**src/rtl/uart_reg_responder_pkg.sv**
```systemverilog
// Shared types and constants for the UART register responder.
// Holds the FSM state encoding, the command/response byte codes
// and a saturating increment helper for the 8-bit error counter.
package uart_responder_pkg;

    typedef enum logic [2:0] {
        ST_IDLE,
        ST_GET_ADDR,
        ST_GET_DATA,
        ST_EXEC,
        ST_SEND
    } state_t;

    localparam logic [7:0] CMD_WRITE = 8'h57;
    localparam logic [7:0] CMD_READ  = 8'h52;
    localparam logic [7:0] RSP_ACK   = 8'h06;
    localparam logic [7:0] RSP_NAK   = 8'h15;

    // Counter sticks at 255 instead of wrapping.
    function automatic logic [7:0] sat_inc(input logic [7:0] v);
        return (v == 8'hFF) ? v : v + 8'd1;
    endfunction

endpackage

```
**src/rtl/uart_reg_responder_bank.sv**
```systemverilog
// Register bank for the UART responder: NUM_REGS x DATA_BITS storage.
// Ports: Clock/Reset (sync clear), WrEn/WrAddr/WrData synchronous write,
//        RdAddr/RdData asynchronous read, Regs flattened view of all registers.
module uart_reg_bank #(
    parameter int DATA_BITS = 8,
    parameter int NUM_REGS  = 16,
    parameter int AW        = (NUM_REGS > 1) ? $clog2(NUM_REGS) : 1
) (
    input  logic                          Clock,
    input  logic                          Reset,
    input  logic                          WrEn,
    input  logic [AW-1:0]                 WrAddr,
    input  logic [DATA_BITS-1:0]          WrData,
    input  logic [AW-1:0]                 RdAddr,
    output logic [DATA_BITS-1:0]          RdData,
    output logic [NUM_REGS*DATA_BITS-1:0] Regs
);

    logic [DATA_BITS-1:0] r_regs [NUM_REGS];

    always_ff @(posedge Clock) begin
        if (Reset) begin
            for (int i = 0; i < NUM_REGS; i++) begin
                r_regs[i] <= '0;
            end
        end else if (WrEn) begin
            r_regs[WrAddr] <= WrData;
        end
    end

    assign RdData = r_regs[RdAddr];

    always_comb begin
        Regs = '0;
        for (int i = 0; i < NUM_REGS; i++) begin
            Regs[i*DATA_BITS +: DATA_BITS] = r_regs[i];
        end
    end

endmodule

```
**src/rtl/uart_reg_responder.sv**
```systemverilog
// Command responder between UART RX/TX FIFOs and a register bank: pops
// write (0x57,addr,data) / read (0x52,addr) frames, pushes one response byte.
// Ports: Clock, Reset (sync, active-high); RxEmpty/ReadData/ReadUart on the RX
// FIFO; TxFull/WriteData/WriteUart on the TX FIFO; Regs, Busy, ErrorCount status.
// Optional in-frame idle timeout enabled by defining UART_RESPONDER_TIMEOUT_EN.
module uart_reg_responder
    import uart_responder_pkg::*;
#(
    parameter int DATA_BITS      = 8,
    parameter int NUM_REGS       = 16,
    parameter int TIMEOUT_CYCLES = 130208
) (
    input  logic                          Clock,
    input  logic                          Reset,
    input  logic                          RxEmpty,
    input  logic [DATA_BITS-1:0]          ReadData,
    output logic                          ReadUart,
    input  logic                          TxFull,
    output logic [DATA_BITS-1:0]          WriteData,
    output logic                          WriteUart,
    output logic [NUM_REGS*DATA_BITS-1:0] Regs,
    output logic                          Busy,
    output logic [7:0]                    ErrorCount
);

    localparam int AW = (NUM_REGS > 1) ? $clog2(NUM_REGS) : 1;
    localparam logic [DATA_BITS:0] ADDR_LIMIT = (DATA_BITS+1)'(NUM_REGS);

    state_t               r_state;
    logic                 r_is_write;
    logic [DATA_BITS-1:0] r_addr;
    logic [DATA_BITS-1:0] r_data;
    logic [DATA_BITS-1:0] r_rsp;
    logic [7:0]           r_err;

    logic                 w_addr_ok;
    logic                 w_wr_en;
    logic                 w_in_rx_state;
    logic                 w_timeout;
    logic [DATA_BITS-1:0] w_rd_data;

    assign w_addr_ok     = ({1'b0, r_addr} < ADDR_LIMIT);
    assign w_wr_en       = (r_state == ST_EXEC) && r_is_write && w_addr_ok;
    assign w_in_rx_state = (r_state == ST_IDLE) || (r_state == ST_GET_ADDR) ||
                           (r_state == ST_GET_DATA);

`ifdef UART_RESPONDER_TIMEOUT_EN
    localparam int TW = $clog2(TIMEOUT_CYCLES) + 1;
    logic [TW-1:0] r_timer;
    logic          w_starving;

    // Only counts while a frame is open and the FIFO has nothing for us.
    assign w_starving = ((r_state == ST_GET_ADDR) || (r_state == ST_GET_DATA)) && RxEmpty;
    assign w_timeout  = w_starving && (r_timer == TW'(TIMEOUT_CYCLES - 1));

    always_ff @(posedge Clock) begin
        if (Reset || !w_starving || w_timeout) begin
            r_timer <= '0;
        end else begin
            r_timer <= r_timer + 1'b1;
        end
    end
`else
    logic w_unused_timeout;
    assign w_unused_timeout = (TIMEOUT_CYCLES == 0);
    assign w_timeout        = 1'b0;
`endif

    uart_reg_bank #(
        .DATA_BITS(DATA_BITS),
        .NUM_REGS (NUM_REGS),
        .AW       (AW)
    ) u_bank (
        .Clock (Clock),
        .Reset (Reset),
        .WrEn  (w_wr_en),
        .WrAddr(r_addr[AW-1:0]),
        .WrData(r_data),
        .RdAddr(r_addr[AW-1:0]),
        .RdData(w_rd_data),
        .Regs  (Regs)
    );

    always_ff @(posedge Clock) begin
        if (Reset) begin
            r_state    <= ST_IDLE;
            r_is_write <= 1'b0;
            r_addr     <= '0;
            r_data     <= '0;
            r_rsp      <= '0;
            r_err      <= '0;
        end else begin
            case (r_state)
                ST_IDLE: begin
                    if (!RxEmpty) begin
                        if (ReadData == DATA_BITS'(CMD_WRITE)) begin
                            r_is_write <= 1'b1;
                            r_state    <= ST_GET_ADDR;
                        end else if (ReadData == DATA_BITS'(CMD_READ)) begin
                            r_is_write <= 1'b0;
                            r_state    <= ST_GET_ADDR;
                        end else begin
                            // Unknown opcode: single-byte frame, NAK straight away.
                            r_rsp   <= DATA_BITS'(RSP_NAK);
                            r_err   <= sat_inc(r_err);
                            r_state <= ST_SEND;
                        end
                    end
                end
                ST_GET_ADDR: begin
                    if (!RxEmpty) begin
                        r_addr  <= ReadData;
                        r_state <= r_is_write ? ST_GET_DATA : ST_EXEC;
                    end else if (w_timeout) begin
                        r_err   <= sat_inc(r_err);
                        r_state <= ST_IDLE;
                    end
                end
                ST_GET_DATA: begin
                    // Data byte is taken even for a bad address so framing stays fixed.
                    if (!RxEmpty) begin
                        r_data  <= ReadData;
                        r_state <= ST_EXEC;
                    end else if (w_timeout) begin
                        r_err   <= sat_inc(r_err);
                        r_state <= ST_IDLE;
                    end
                end
                ST_EXEC: begin
                    if (!w_addr_ok) begin
                        r_rsp <= DATA_BITS'(RSP_NAK);
                        r_err <= sat_inc(r_err);
                    end else if (r_is_write) begin
                        r_rsp <= DATA_BITS'(RSP_ACK);
                    end else begin
                        r_rsp <= w_rd_data;
                    end
                    r_state <= ST_SEND;
                end
                ST_SEND: begin
                    if (!TxFull) begin
                        r_state <= ST_IDLE;
                    end
                end
                default: r_state <= ST_IDLE;
            endcase
        end
    end

    // FIFO strobes follow the FIFO flags combinationally so a byte can move every cycle.
    assign ReadUart   = !Reset && w_in_rx_state && !RxEmpty;
    assign WriteUart  = !Reset && (r_state == ST_SEND) && !TxFull;
    assign WriteData  = r_rsp;
    assign Busy       = !Reset && (r_state != ST_IDLE);
    assign ErrorCount = r_err;

endmodule
```
**config.mk**
```make
export PLATFORM = sky130hd
export DESIGN_NAME = uart_reg_responder
export DESIGN_NICKNAME = d
export VERILOG_FILES = /design/src/rtl/uart_reg_responder_pkg.sv /design/src/rtl/uart_reg_responder_bank.sv /design/src/rtl/uart_reg_responder.sv
export SDC_FILE = /design/constraint.sdc
export NUM_CORES = 1
export LEC_CHECK = 0
export CAP_MARGIN = 30
export CORE_MARGIN = 10
export CORE_UTILIZATION = 56
export DETAILED_ROUTE_END_ITERATION = 8
export GPL_ROUTABILITY_DRIVEN = 0
export PLACE_DENSITY = 0.9
export SLEW_MARGIN = 15
export SYNTH_ARGS = -nofsm -noshare
export SYNTH_HDL_FRONTEND = slang
export SYNTH_SLANG_ARGS = --single-unit
export TNS_END_PERCENT = 5
```
**constraint.sdc**
```tcl
create_clock -name Clock -period 3.11 [get_ports Clock]
set_input_delay 0.311 -clock Clock [delete_from_list [all_inputs] [get_ports Clock]]
set_output_delay 0.311 -clock Clock [all_outputs]
set_load 0.005 [all_outputs]
```
* Word level (Yosys, flattened, before mapping)
Memory sizes are Yosys's and may differ from the RTL's. A register that Yosys moved wholly into a read port is not among the register bits. Index checks and enable logic that the tools add are counted.
Storage, ports and cells: bits in registers 36, latch bits 0, bits in writable memories 128, memory bits (read-only) 0, bits of input ports 12, memories kept 1
Operators by class: $add $sub $neg 1, $mul 0, div/mod/pow operators 0, magnitude comparators 1, equality and inequality tests 14, shift operators 0, multiplexer cells 32, bitwise gates (word level) 1, reduce and logical (&&, ||, !) cells 23
Memory list:
- u_bank.r_regs | depth 16, bits a word 8, read ports 17, clocked after memory_dff 1, write ports 16, RTL line uart_reg_responder_bank.sv:19 | logic [DATA_BITS-1:0] r_regs [NUM_REGS];
Operators by type and width (number):
- 8-bit two-way mux | 11
- 8-bit case mux with 2 select lines | 2
- 3-bit two-way mux | 6
- 8-bit by 7-bit equality test with 1-bit output, second input constant | 2
- 3-bit case mux with 5 select lines | 1
- 2-bit inequality test, second input constant | 7
- 4-bit two-way mux | 3
- 1-bit two-way mux | 9
- 8-bit by 1-bit adder with 8-bit output, second input constant | 1
- 8-bit equality test, second input constant | 1
- 8-bit by 5-bit less-than comparator with 1-bit output, second input constant | 1
- 4-bit AND reduction | 2
- 8-bit OR reduction | 1
- 1-bit logical AND | 7
- 3-bit by 2-bit equality test with 1-bit output, second input constant | 2
- 5-bit AND reduction | 1
- 2-bit AND reduction | 2
- 2-bit nonzero test | 2
- 3-bit by 1-bit equality test with 1-bit output, second input constant | 1
- 3-bit equality test, second input constant | 1
- 1-bit logical NOT | 3
- 3-bit logical NOT | 1
- 3-bit AND reduction | 1
- 3-bit nonzero test | 1
- 2 further kinds | 3

* Logic depth before layout (Yosys ltp)
depth after elaboration 8, depth in mapped cells 8, gate-level depth less buffers 5

* Cells and area by module
Synthesis repeated with hierarchy kept, for this count alone.
Unflattened totals: cells, all modules 573, area, all modules 7449.6 µm²
By module, submodules not included:
- uart_reg_bank | times used 1, cells an instance 375, area an instance 5861.9 µm², sequential area each 3843.7 µm²
- uart_reg_responder | times used 1, cells an instance 198, area an instance 1587.8 µm², sequential area each 720.7 µm²

* Worst setup path before layout
Ideal clock, no wire load.
path kind reg2reg, from reg r_addr[7], to mem u_bank.r_regs[0][0] (enable), arrival 1567 ps, setup slack 1213 ps, cell stages (with the launch flop) 5, period minus slack after synthesis 1897 ps, path through dfxtp_1 > nor4_4 > nand2_2 > nor4_4 > or2_1
RTL lines:
- start, declared | RTL line uart_reg_responder.sv:31 | logic [DATA_BITS-1:0] r_addr;
- start signal, assigned | RTL line uart_reg_responder.sv:112 | r_addr <= ReadData;
- end, declared | RTL line uart_reg_responder_bank.sv:19

==> report_table.html <==
<table>
<tr><th>Metric</th><th>Value</th></tr>
<tr><th colspan="2">Pwr</th></tr>
<tr><td>Worst IR Drop VDD</td><td>277.2 uV</td></tr>
<tr><td>Share of power burned in the clock network</td><td>43.6%</td></tr>
<tr><td>Power density of the placed cells</td><td>492.5 mW/mm2</td></tr>
<tr><td>Switching power as a share of total power</td><td>21.15%</td></tr>
<tr><td>NetSw</td><td>0.001064 W</td></tr>
<tr><td>Leakage power</td><td>3.512 nW</td></tr>
<tr><td>Sequential group share of total power</td><td>50.5%</td></tr>
<tr><td>Design internal power</td><td>0.003965 W</td></tr>
<tr><td>Logic gate share of total power</td><td>5.9%</td></tr>
<tr><th colspan="2">Placed design</th></tr>
<tr><td>Post-detailed-placement half-perimeter wirelength</td><td>17100 um</td></tr>
<tr><td>Post-placement setup slack</td><td>0.6614 ns</td></tr>
<tr><td>Count of port buffers added during placement</td><td>158</td></tr>
<tr><td>Placement-stage cell area</td><td>0.009595 mm2</td></tr>
<tr><th colspan="2">Die</th></tr>
<tr><td>I/O pin total</td><td>159</td></tr>
<tr><td>Core area</td><td>0.01388 mm2</td></tr>
<tr><td>Starting Density</td><td>57.16%</td></tr>
<tr><td>Vertical extent of the die</td><td>139.0 um</td></tr>
<tr><td>Cell Rows</td><td>43</td></tr>
<tr><td>Chip width</td><td>139.0 um</td></tr>
<tr><td>Overall die area</td><td>0.01933 mm2</td></tr>
<tr><th colspan="2">Worst setup path</th></tr>
<tr><td>Sort of element at the end of the critical path</td><td>register</td></tr>
<tr><td>Signal arrival time at the worst endpoint</td><td>2.68 ns</td></tr>
<tr><td>Critical path launch point type</td><td>register</td></tr>
<tr><td>Kind of critical path</td><td>register to register</td></tr>
<tr><td>Critical path required time</td><td>3.24 ns</td></tr>
<tr><td>Highest net fanout along the worst path</td><td>12</td></tr>
<tr><th colspan="2">Layout</th></tr>
<tr><td>Final Cell Area</td><td>0.01021 mm2</td></tr>
<tr><td>Top library cells by usage in the layout, fill and taps aside</td><td>sky130_fd_sc_hd__clkdlybuf4s50_1, sky130_fd_sc_hd__and2_1, sky130_fd_sc_hd__edfxtp_1</td></tr>
<tr><td>Layout Area Growth over Synthesis</td><td>28.70%</td></tr>
<tr><td>Most common library cell in the layout ignoring fill and taps</td><td>sky130_fd_sc_hd__clkdlybuf4s50_1</td></tr>
<tr><td>Final-stage net count</td><td>780</td></tr>
<tr><td># diodes</td><td>0</td></tr>
<tr><td>Share of post-route cells with drive strength above 1</td><td>13.21%</td></tr>
<tr><td>Final-layout fill cell count</td><td>861</td></tr>
<tr><th colspan="2">Synthesis</th></tr>
<tr><td>Number of enable flip-flop cells after synthesis</td><td>128</td></tr>
<tr><td>Ys async rst share</td><td>0%</td></tr>
<tr><td>Netlist area before placement</td><td>0.007934 mm2</td></tr>
<tr><td>Number of synthesized register bits</td><td>168</td></tr>
<tr><td>Number of cells produced by synthesis</td><td>617</td></tr>
<tr><td>Count of warnings emitted by yosys</td><td>0</td></tr>
<tr><td>Post-synthesis cell type count</td><td>60</td></tr>
<tr><td>Mapped Avg Cell Area</td><td>12.86 um2</td></tr>
<tr><td>Dominant register cell in the synthesized netlist</td><td>sky130_fd_sc_hd__edfxtp_1</td></tr>
<tr><td>Synth Net Count</td><td>630</td></tr>
<tr><td>Seq/Total Area, Yosys</td><td>58.54%</td></tr>
<tr><th colspan="2">Outcome</th></tr>
<tr><td>Run status</td><td>finished, final reports clean</td></tr>
<tr><th colspan="2">GRT</th></tr>
<tr><td>First-pass GRT wire length</td><td>35560 um</td></tr>
<tr><td>Overall Global Routing Usage</td><td>23.88%</td></tr>
<tr><td>Gr ovfl total</td><td>0</td></tr>
<tr><td>Pin count of the biggest net entering global routing</td><td>63</td></tr>
<tr><td>Vias in the first global route</td><td>5994</td></tr>
<tr><td>Number of antenna violations at the first check in global routing</td><td>0</td></tr>
<tr><th colspan="2">Timing</th></tr>
<tr><td>Final Setup Violations</td><td>0</td></tr>
<tr><td>Max Transition Viols Final</td><td>0</td></tr>
<tr><td>RSZ-0062 raised after global routing</td><td>false</td></tr>
<tr><td>Maximum operating frequency</td><td>391.2 MHz</td></tr>
<tr><td>Hold violation count in the final report</td><td>0</td></tr>
<tr><td>Fin crit period</td><td>2.556 ns</td></tr>
<tr><td>Final-layout worst hold slack</td><td>0.4753 ns</td></tr>
<tr><td>Setup total negative slack</td><td>0 ns</td></tr>
<tr><td>Clock Skew</td><td>0.006878 ns</td></tr>
<tr><td>Minimum setup slack in the final design</td><td>0.5536 ns</td></tr>
<tr><td>Worst slew pin tran</td><td>0.8586 ns</td></tr>
<tr><td>Final Cycle Share</td><td>82.20%</td></tr>
<tr><td>Rel. slew slack</td><td>42.68%</td></tr>
<tr><th colspan="2">Drt</th></tr>
<tr><td>Initial detailed-routing violation count</td><td>827</td></tr>
<tr><td>Number of remaining DRC errors</td><td>0</td></tr>
<tr><td>Router iterations before antenna repair</td><td>6</td></tr>
<tr><td>Routed Wire Length</td><td>23680 um</td></tr>
<tr><td>WL/cell</td><td>24.66 um</td></tr>
<tr><td>Remaining antenna violation count</td><td>0</td></tr>
<tr><td>Via/cell ratio</td><td>6.120</td></tr>
<tr><td>Total number of vias</td><td>5875</td></tr>
<tr><th colspan="2">CTS</th></tr>
<tr><td>CTS Root Buffer Type</td><td>sky130_fd_sc_hd__clkbuf_16</td></tr>
<tr><td>Post-CTS Setup Bufs</td><td>0</td></tr>
<tr><td>Clk slew on worst S/H paths</td><td>0.06 ns</td></tr>
<tr><td>TritonCTS Sinks</td><td>168</td></tr>
<tr><td>Clock tree from TritonCTS</td><td>done</td></tr>
<tr><td>H-Tree Level Count</td><td>4</td></tr>
<tr><td>Clock latency on the worst-skew pair</td><td>0.43 ns</td></tr>
<tr><td>Cts bufs inserted</td><td>17</td></tr>
<tr><td>Number of resized instances in the post-cts repair step</td><td>0</td></tr>
<tr><td>Clock tree buffer depth</td><td>2</td></tr>
<tr><td>Number of hold buffers added after CTS</td><td>0</td></tr>
<tr><th colspan="2">Min path</th></tr>
<tr><td>Type of the worst min-delay path</td><td>register to register</td></tr>
<tr><th colspan="2">Job</th></tr>
<tr><td>MaxCap Viol Count</td><td>0</td></tr>
</table>
## Yosys cell counts, drive strengths merged (2+ instances only)
cell type | instances | share of area, %
nand2b | 6 | 0.47
nor3 | 15 | 1.5
and2 | 128 | 10
nand2 | 50 | 2.4
a22o | 2 | 0.22
a22oi | 6 | 0.57
a31oi | 2 | 0.16
nor2 | 18 | 0.85
nand4b | 2 | 0.22
a211oi | 4 | 0.38
a32o | 4 | 0.50
dfxtp | 40 | 10
nor2b | 14 | 1.1
a21oi | 25 | 1.7
edfxtp | 128 | 48
mux4 | 24 | 6.8
buf | 13 | 1.6
mux2i | 20 | 2.5
or4 | 2 | 0.24
mux2 | 7 | 1.0
clkbuf | 24 | 1.1
nor4b | 3 | 0.49
a21o | 2 | 0.28
nand3 | 18 | 1.1
nor4 | 13 | 2.0
nor3b | 2 | 0.25
nand3b | 3 | 0.28
inv | 3 | 0.14
or2 | 17 | 1.3
nand4 | 2 | 0.16
and3 | 2 | 0.16
o31ai | 2 | 0.19
o21ai | 4 | 0.25
## state kept, by name, indices dropped and copies added, names as in the netlist, named ones only
register	cells
u_bank.r_regs	128
ErrorCount	8
WriteData	8
r_addr	8
r_data	8
r_state	3
r_is_write	1
## cell families (layout without fill, tap and decap cells)
family	after synthesis	after routing	synth area share, %
and+or+nand+nor	300	300	23.21
AOI/OAI and AO/OA	55	55	4.684
xor gates and xnor gates	1	1	0.1104
muxes	51	51	10.38
adders and majority gates	1	1	0.1577
DFF	168	168	58.54
buffers and inverters	41	204	2.917
## stage by stage
stage / total power, W / utilization (%) / instances
floorplan: 0.002669 / - / 617
global placement: 0.002869 / 69.13 / 928
detailed placement: 0.002878 / 69.13 / 928
CTS: 0.005033 / 73.56 / 960
global route: 0.005141 / 73.56 / 960
finish: 0.005029 / 73.56 / 960
## layer usage
metal | wire length [um] | up-vias | GRT usage, %
met4 | 581 | 0 | 8.457
met5 | 0 | - | 0
met3 | 2793 | 54 | 8.082
li1 | - | 2558 | -
met2 | 11500 | 407 | 38.90
met1 | 8796 | 2856 | 28.92
## power by group through the flow
stage	registers (W)	logic, W	clock network, W
after global routing	0.00254	0.000317	0.00228
after floorplan	0.00256	0.000112	0
after global placement	0.00258	0.000289	0
final	0.00254	0.000298	0.00219
after CTS	0.00253	0.000300	0.00220
after detailed placement	0.00258	0.000298	0
## final cells by class
cell class	count	area, um2	area share (%)
well taps	180	225.2	2.206
clock buffers	21	470.5	4.607
inverters	4	15.01	0.1470
clock inverters	11	145.1	1.421
flip-flops and latches	168	4646	45.50
repair buffers	168	1652	16.17
multi-input cells	408	3058	29.95
## critical path, cell delays in order, from the launching register on
cell and delay [ns]:
sky130_fd_sc_hd__dfxtp_1 0.55, sky130_fd_sc_hd__nor4bb_1 0.53, sky130_fd_sc_hd__nand4_1 0.36, sky130_fd_sc_hd__nor3b_2 0.49
sky130_fd_sc_hd__or2_2 0.32
## final timing paths
check | start | end | slack, ns | depth (start not counted)
max | r_state[0] | u_bank.r_regs[9][1] | 0.55 | 4
max reg2reg | r_state[0] | u_bank.r_regs[9][1] | 0.55 | 4
min reg2reg | WriteData[3] | WriteData[3] | 0.48 | 1
min | WriteData[3] | WriteData[3] | 0.48 | 1
Note: power is estimated with default switching activity, not from simulation.
